===== config.mk =====
export PLATFORM = sky130hd
export DESIGN_NAME = screen_state_ctrl_flat
export DESIGN_NICKNAME = d
export VERILOG_FILES = /design/src/rtl/sudoku_pkg.sv /design/src/rtl/screen_state_ctrl_if.sv /design/src/rtl/screen_state_ctrl_click.sv /design/src/rtl/screen_state_ctrl.sv /design/src/flat_wrapper.sv
export SDC_FILE = /design/constraint.sdc
export NUM_CORES = 1
export LEC_CHECK = 0
export CORE_MARGIN = 2
export CORE_UTILIZATION = 30
export DETAILED_ROUTE_END_ITERATION = 7
export PLACE_DENSITY = 0.8
export SYNTH_ARGS = -nofsm -noshare
export SYNTH_HDL_FRONTEND = slang
export SYNTH_SLANG_ARGS = --single-unit

===== constraint.sdc =====
create_clock -name clk -period 1.9 [get_ports clk]
set_input_delay 0.38 -clock clk [delete_from_list [all_inputs] [get_ports clk]]
set_output_delay 0.38 -clock clk [all_outputs]
set_load 0.01 [all_outputs]

===== src/rtl/sudoku_pkg.sv =====
// Shared screen encodings and VGA timing constants for the sudoku display path.
package sudoku_pkg;

  typedef enum logic [1:0] {
    SMENU = 2'd0,
    SGAME = 2'd1,
    SOVER = 2'd2
  } screen_state_t;

  localparam int unsigned V_ACTIVE = 480;

endpackage


===== src/rtl/screen_state_ctrl_if.sv =====
// Bundle of VGA position, mouse/link status and screen-control outputs.
interface screen_state_ctrl_if;
  import sudoku_pkg::*;

  logic [9:0]    h_cnt;
  logic [9:0]    v_cnt;
  logic          MOUSE_LEFT;
  logic          mouse_on_start_button;
  logic          mouse_on_connect_button;
  logic          mouse_on_return_button;
  logic          connected;
  logic          board_solved;
  screen_state_t state;
  logic          game_start;
  logic          connect_req;

  modport master (
    output h_cnt, v_cnt, MOUSE_LEFT, mouse_on_start_button,
           mouse_on_connect_button, mouse_on_return_button,
           connected, board_solved,
    input  state, game_start, connect_req
  );

  modport slave (
    input  h_cnt, v_cnt, MOUSE_LEFT, mouse_on_start_button,
           mouse_on_connect_button, mouse_on_return_button,
           connected, board_solved,
    output state, game_start, connect_req
  );

endinterface


===== src/rtl/screen_state_ctrl_click.sv =====
// Rising-edge detector for the mouse button: one-cycle click per press.
module click_edge_det (
  input  logic clk,
  input  logic rst,
  input  logic btn_i,
  output logic click_o
);

  logic btn_q;

  always_ff @(posedge clk) begin
    if (rst) btn_q <= 1'b0;
    else     btn_q <= btn_i;
  end

  assign click_o = btn_i & ~btn_q;

endmodule


===== src/rtl/screen_state_ctrl.sv =====
// Screen sequencer: requests are held pending and committed at the start of vblank.
// Optional OVER_AUTO_RETURN_EN: leave the game-over screen after OVER_FRAMES frames.
module screen_state_ctrl #(
  parameter int unsigned V_ACTIVE    = sudoku_pkg::V_ACTIVE,
  parameter int unsigned OVER_FRAMES = 600
) (
  input logic          clk,
  input logic          rst,
  screen_state_ctrl_if.slave bus
);
  import sudoku_pkg::*;

  localparam logic [9:0] BOUND_V = 10'(V_ACTIVE);

  screen_state_t state_q, state_d, pend_state_q, pend_state_d, req_state;
  logic pend_vld_q, pend_vld_d, game_start_q, game_start_d;
  logic connect_req_q, connect_req_d;
  logic click, boundary, req_vld, illegal;

  click_edge_det u_click (
    .clk     (clk),
    .rst     (rst),
    .btn_i   (bus.MOUSE_LEFT),
    .click_o (click)
  );

  assign boundary = (bus.v_cnt == BOUND_V) && (bus.h_cnt == '0);

`ifdef OVER_AUTO_RETURN_EN
  localparam int unsigned CW = $clog2(OVER_FRAMES + 1);
  localparam logic [CW-1:0] OVER_LAST = CW'(OVER_FRAMES);
  logic [CW-1:0] over_cnt_q, over_cnt_d;
  logic          over_done;

  assign over_done = (over_cnt_q == OVER_LAST);

  always_comb begin
    over_cnt_d = over_cnt_q;
    if (pend_vld_q && boundary && pend_state_q == SOVER)
      over_cnt_d = '0;
    else if (state_q == SOVER && boundary && !over_done)
      over_cnt_d = over_cnt_q + 1'b1;
  end

  always_ff @(posedge clk) begin
    if (rst) over_cnt_q <= '0;
    else     over_cnt_q <= over_cnt_d;
  end
`endif

  // Request decode from the committed screen; start beats connect on a shared click.
  always_comb begin
    req_vld       = 1'b0;
    req_state     = SMENU;
    connect_req_d = 1'b0;
    illegal       = 1'b0;
    case (state_q)
      SMENU: begin
        if (click && bus.mouse_on_start_button) begin
          if (bus.connected) begin
            req_vld   = 1'b1;
            req_state = SGAME;
          end
        end else if (click && bus.mouse_on_connect_button) begin
          connect_req_d = 1'b1;
        end
      end
      SGAME: begin
        if (bus.board_solved) begin
          req_vld   = 1'b1;
          req_state = SOVER;
        end else if (!bus.connected) begin
          req_vld   = 1'b1;
          req_state = SMENU;
        end
      end
      SOVER: begin
        if (click && bus.mouse_on_return_button) begin
          req_vld   = 1'b1;
          req_state = SMENU;
        end
`ifdef OVER_AUTO_RETURN_EN
        else if (over_done) begin
          req_vld   = 1'b1;
          req_state = SMENU;
        end
`endif
      end
      default: illegal = 1'b1;
    endcase
  end

  // A request seen on the boundary edge only loads the pending slot, so it waits a frame.
  always_comb begin
    state_d      = state_q;
    pend_vld_d   = pend_vld_q;
    pend_state_d = pend_state_q;
    game_start_d = 1'b0;
    if (illegal) begin
      state_d    = SMENU;
      pend_vld_d = 1'b0;
    end else if (pend_vld_q) begin
      if (boundary) begin
        state_d      = pend_state_q;
        pend_vld_d   = 1'b0;
        game_start_d = (pend_state_q == SGAME);
      end
    end else if (req_vld) begin
      pend_vld_d   = 1'b1;
      pend_state_d = req_state;
    end
  end

  always_ff @(posedge clk) begin
    if (rst) begin
      state_q       <= SMENU;
      pend_vld_q    <= 1'b0;
      pend_state_q  <= SMENU;
      game_start_q  <= 1'b0;
      connect_req_q <= 1'b0;
    end else begin
      state_q       <= state_d;
      pend_vld_q    <= pend_vld_d;
      pend_state_q  <= pend_state_d;
      game_start_q  <= game_start_d;
      connect_req_q <= connect_req_d;
    end
  end

  assign bus.state       = state_q;
  assign bus.game_start  = game_start_q;
  assign bus.connect_req = connect_req_q;

endmodule


===== src/flat_wrapper.sv =====
// flat-port wrapper written by rule: the top's interface ports become plain ports
module screen_state_ctrl_flat import sudoku_pkg::*;
#(
  parameter int unsigned V_ACTIVE    = sudoku_pkg::V_ACTIVE,
  parameter int unsigned OVER_FRAMES = 600
)
  (clk, rst, bus_h_cnt, bus_v_cnt, bus_MOUSE_LEFT, bus_mouse_on_start_button, bus_mouse_on_connect_button, bus_mouse_on_return_button, bus_connected, bus_board_solved, bus_state, bus_game_start, bus_connect_req);
  screen_state_ctrl_if bus_i ();
  input logic clk;
  input logic rst;
  input wire logic [$bits(bus_i.h_cnt)-1:0] bus_h_cnt;
  input wire logic [$bits(bus_i.v_cnt)-1:0] bus_v_cnt;
  input wire logic [$bits(bus_i.MOUSE_LEFT)-1:0] bus_MOUSE_LEFT;
  input wire logic [$bits(bus_i.mouse_on_start_button)-1:0] bus_mouse_on_start_button;
  input wire logic [$bits(bus_i.mouse_on_connect_button)-1:0] bus_mouse_on_connect_button;
  input wire logic [$bits(bus_i.mouse_on_return_button)-1:0] bus_mouse_on_return_button;
  input wire logic [$bits(bus_i.connected)-1:0] bus_connected;
  input wire logic [$bits(bus_i.board_solved)-1:0] bus_board_solved;
  output wire logic [$bits(bus_i.state)-1:0] bus_state;
  output wire logic [$bits(bus_i.game_start)-1:0] bus_game_start;
  output wire logic [$bits(bus_i.connect_req)-1:0] bus_connect_req;
  assign bus_i.h_cnt = bus_h_cnt;
  assign bus_i.v_cnt = bus_v_cnt;
  assign bus_i.MOUSE_LEFT = bus_MOUSE_LEFT;
  assign bus_i.mouse_on_start_button = bus_mouse_on_start_button;
  assign bus_i.mouse_on_connect_button = bus_mouse_on_connect_button;
  assign bus_i.mouse_on_return_button = bus_mouse_on_return_button;
  assign bus_i.connected = bus_connected;
  assign bus_i.board_solved = bus_board_solved;
  assign bus_state = bus_i.state;
  assign bus_game_start = bus_i.game_start;
  assign bus_connect_req = bus_i.connect_req;
  screen_state_ctrl #(.V_ACTIVE(V_ACTIVE), .OVER_FRAMES(OVER_FRAMES)) u_core (.clk(clk), .rst(rst), .bus(bus_i));
endmodule

==> results by group <==
Clock network
  • Clk sinks: 8
  • CTS resizes: 0
  • Clk Latency, worst-skew pair: 0.25 ns
  • TritonCTS Buffers: 3
  • Clock buffer depth: 2
  • Hold_buf cts: 0
  • Clk pin slew, worst setup/hold paths: 0.05 ns
  • H-Tree Depth: 1
  • CTS tree: done
  • CTS root buffer: clkbuf_4
  • Post-CTS Setup Bufs: 0

Power and ir drop
  • Total power: approximately 0.38 mW
  • Max IR drop VDD: 0.000308 V
  • Pwr/cell area: 501 mW/mm^2
  • Leak pwr: approximately 0.26 nW

Timing
  • Final Max Tran Viols: 0
  • Fin crit period: around 1.7 ns
  • Hold Vio Cnt, Final: 0
  • Setup TNS: 0 ns
  • Skew final: approximately 0.0038 ns
  • Actual slew at the worst max-slew pin: 0.384 ns
  • Crit share post-route: 87.3%
  • RSZ-0062 raised after global routing: no
  • Slew headroom: roughly three quarters
  • Maximum clock rate: 0.603 GHz
  • Worst hold slack: 0.474 ns
  • Final setup viols: 0

Logic synthesis
  • Post-Syn Area: 402 um^2
  • Register area share after synthesis: between 30% and 40%
  • Syn Nets: 72
  • Synth area leaders: dfxtp_1 40%, a21oi_1 5.0%, and4b_1 5.0%
  • Mapped Avg Cell Area: 9.13 um^2
  • Post-Synthesis Cells: 44
  • Synth top area share: roughly two fifths
  • Synth unique cells: 23
  • Syn. warnings: 0
  • #FFs+latches synth: 8
  • Cell taking the most area after synthesis: dfxtp_1

Global route
  • Vias in the first global route: 442
  • First-pass GRT wire length: about 1.7 mm
  • Largest net degree at the start of global routing: 9
  • Total gr overflow: 0
  • Initial antenna violation count: 0
  • GR Util All Layers: 15.8%

Layout
  • Fill cell count: 108
  • Layout cells sized above 1: between 10% and 20%
  • Final instance area: 761 um^2
  • ANT cells: 0
  • Util after Layout: between 50% and 60%
  • Nets: 109
  • Area Growth Syn to Fin: 89.4%

Die
  • Die Area: 0.00165 mm^2
  • Initial Utilization: between 30% and 40%
  • Row cnt: 13
  • Core area: 0.00127 mm^2
  • I/O Pins: 32
  • Die X: 40.6 um
  • Die Ht: 40.6 um

Worst setup path
  • Startpoint Class: flip-flop
  • CP top delay family: buffers and inverters
  • Crit path required time: 1.52 ns
  • Kind of critical path: reg2out
  • Critical Path AT: between 1 and 1.5 ns
  • Slowest-stage cell, CP: clkdlybuf4s50_1
  • Buffers & Inverters on Critical Path: 1
  • Max Fanout on Critical Path: 8
  • Endpoint type of the worst setup path: output port
  • Worst path cell trace: clkdlybuf4s50_1
  • Largest stage delay, worst path: 0.58 ns

Route
  • DRC violations left: 0
  • Final WL: 1.04 mm
  • DR vias: 465
  • Starting DRT DRC Count: 12
  • DR pass1 iterations: 4
  • Avg WL per Cell: around 11 um
  • DRT antenna net count: 0
  • Via density per instance: 4.95

Hold path
  • Hold WC Path Type: reg2reg

Run
  • MaxCap Viol Count: 0

Place
  • Placed cell area: 738 um^2
  • Port-buffer cells: 31
  • Post-DP HPWL: 812 um
  • GPL Wtd Cong: 0.815

Status
  • Status: completed
==> report_power, final <==
part | switching, mW | internal (mW) | leakage [nW] | total (mW)
Combinational | 0.0194 | 0.0604 | 0.185 | 0.0798
Sequential | 0.00223 | 0.172 | 0.0650 | 0.174
Clock | 0.0553 | 0.0721 | 0.0138 | 0.127
Total | 0.0769 | 0.304 | 0.264 | 0.381
==> registers in the layout (all words and copies together) (netlist names) <==
register and count:
u_core.bus.connect_req 1, u_core.bus.game_start 1, u_core.bus.state 2, u_core.pend_state_q 2
u_core.pend_vld_q 1, u_core.u_click.btn_q 1
==> layout by cell type, fill, tap and decap left out, drive strengths merged <==
| master | netlist | routed |
|---|---|---|
| nand2 | 5 | 5 |
| a21o | 1 | 1 |
| and2 | 1 | 1 |
| a221oi | 1 | 1 |
| dfxtp | 8 | 8 |
| nor2b | 2 | 2 |
| nand4 | 1 | 1 |
| a21oi | 4 | 4 |
| o21ai | 2 | 2 |
| o31a | 1 | 1 |
| nor4b | 1 | 1 |
| buf | 0 | 1 |
| nand4bb | 1 | 1 |
| nor4 | 2 | 2 |
| nand3b | 1 | 1 |
| nand2b | 1 | 1 |
| o21a | 1 | 1 |
| clkdlybuf4s50 | 0 | 31 |
| mux2i | 2 | 2 |
| nor3b | 1 | 1 |
| nor2 | 2 | 2 |
| and4b | 2 | 2 |
| nor3 | 2 | 2 |
| clkbuf | 0 | 3 |
| nand3 | 2 | 2 |
==> kinds of logic (layout without fill, tap and decap cells) <==
logic type	Yosys count	count (layout)	share of synthesized area (%)
and+or+nand+nor	24	24	38.9
muxes	2	2	4.98
DFF	8	8	39.9
buffers and inverters	0	35	0
AOI/OAI and AO/OA	10	10	16.2
==> Yosys cell counts, drive strengths merged <==
| cell type | count |
|---|---|
| dfxtp | 8 |
| nand2 | 5 |
| a21oi | 4 |
| and4b | 2 |
| mux2i | 2 |
| nand3 | 2 |
| nor2 | 2 |
| nor2b | 2 |
| nor3 | 2 |
| nor4 | 2 |
| o21ai | 2 |
| a21o | 1 |
| a221oi | 1 |
| and2 | 1 |
| nand2b | 1 |
| nand3b | 1 |
| nand4 | 1 |
| nand4bb | 1 |
| nor3b | 1 |
| nor4b | 1 |
| o21a | 1 |
| o31a | 1 |
==> path summary, 6_finish.rpt <==
| path | startpoint | to | slack (ns) | depth (start not counted) |
|---|---|---|---|---|
| worst min register to register | u_core.pend_state_q[1]$_SDFFE_PP0P_ | u_core.bus.state[1]$_SDFFE_PP0P_ | 0.47 | 2 |
| worst min-delay path | u_core.pend_state_q[1]$_SDFFE_PP0P_ | u_core.bus.state[1]$_SDFFE_PP0P_ | 0.47 | 2 |
| worst max register to register | u_core.bus.state[0]$_SDFFE_PP0P_ | u_core.pend_state_q[1]$_SDFFE_PP0P_ | 0.55 | 4 |
| worst max-delay path | u_core.bus.state[1]$_SDFFE_PP0P_ | bus_state[1] | 0.24 | 1 |
==> layer usage <==
| metal | global-route usage (%) | up-vias | routed length [um] |
|---|---|---|---|
| met4 | 3.33 | 0 | 4 |
| li1 | - | 240 | - |
| met3 | 10.6 | 2 | 97 |
| met2 | 27.0 | 19 | 527 |
| met5 | 0 | - | 0 |
| met1 | 15.8 | 204 | 412 |
==> final cells by class <==
class                   count  area [um^2]  area share, %
clock buffers               3         22.5           2.96
flip-flops and latches      8          160           21.1
multi-input cells          36          241           31.7
well taps                  15         18.8           2.47
repair buffers             32          318           41.8
==> worst register-to-register path, cell delays in order, from the launching register on <==
cell      delay (ns)
dfxtp_1         0.43
nor3b_1         0.10
a221oi_1        0.38
o21ai_0         0.18
a21oi_1         0.18
==> metrics by stage <==
stage / setup WS, ns / std cells
2_1_floorplan: 0.596 / 44
3_3_place_gp: 0.108 / 91
3_5_place_dp: 0.0907 / 91
4_1_cts: 0.229 / 94
5_1_grt: 0.161 / 94
6_report: 0.240 / 94
Power figures use the tool's default switching activity.
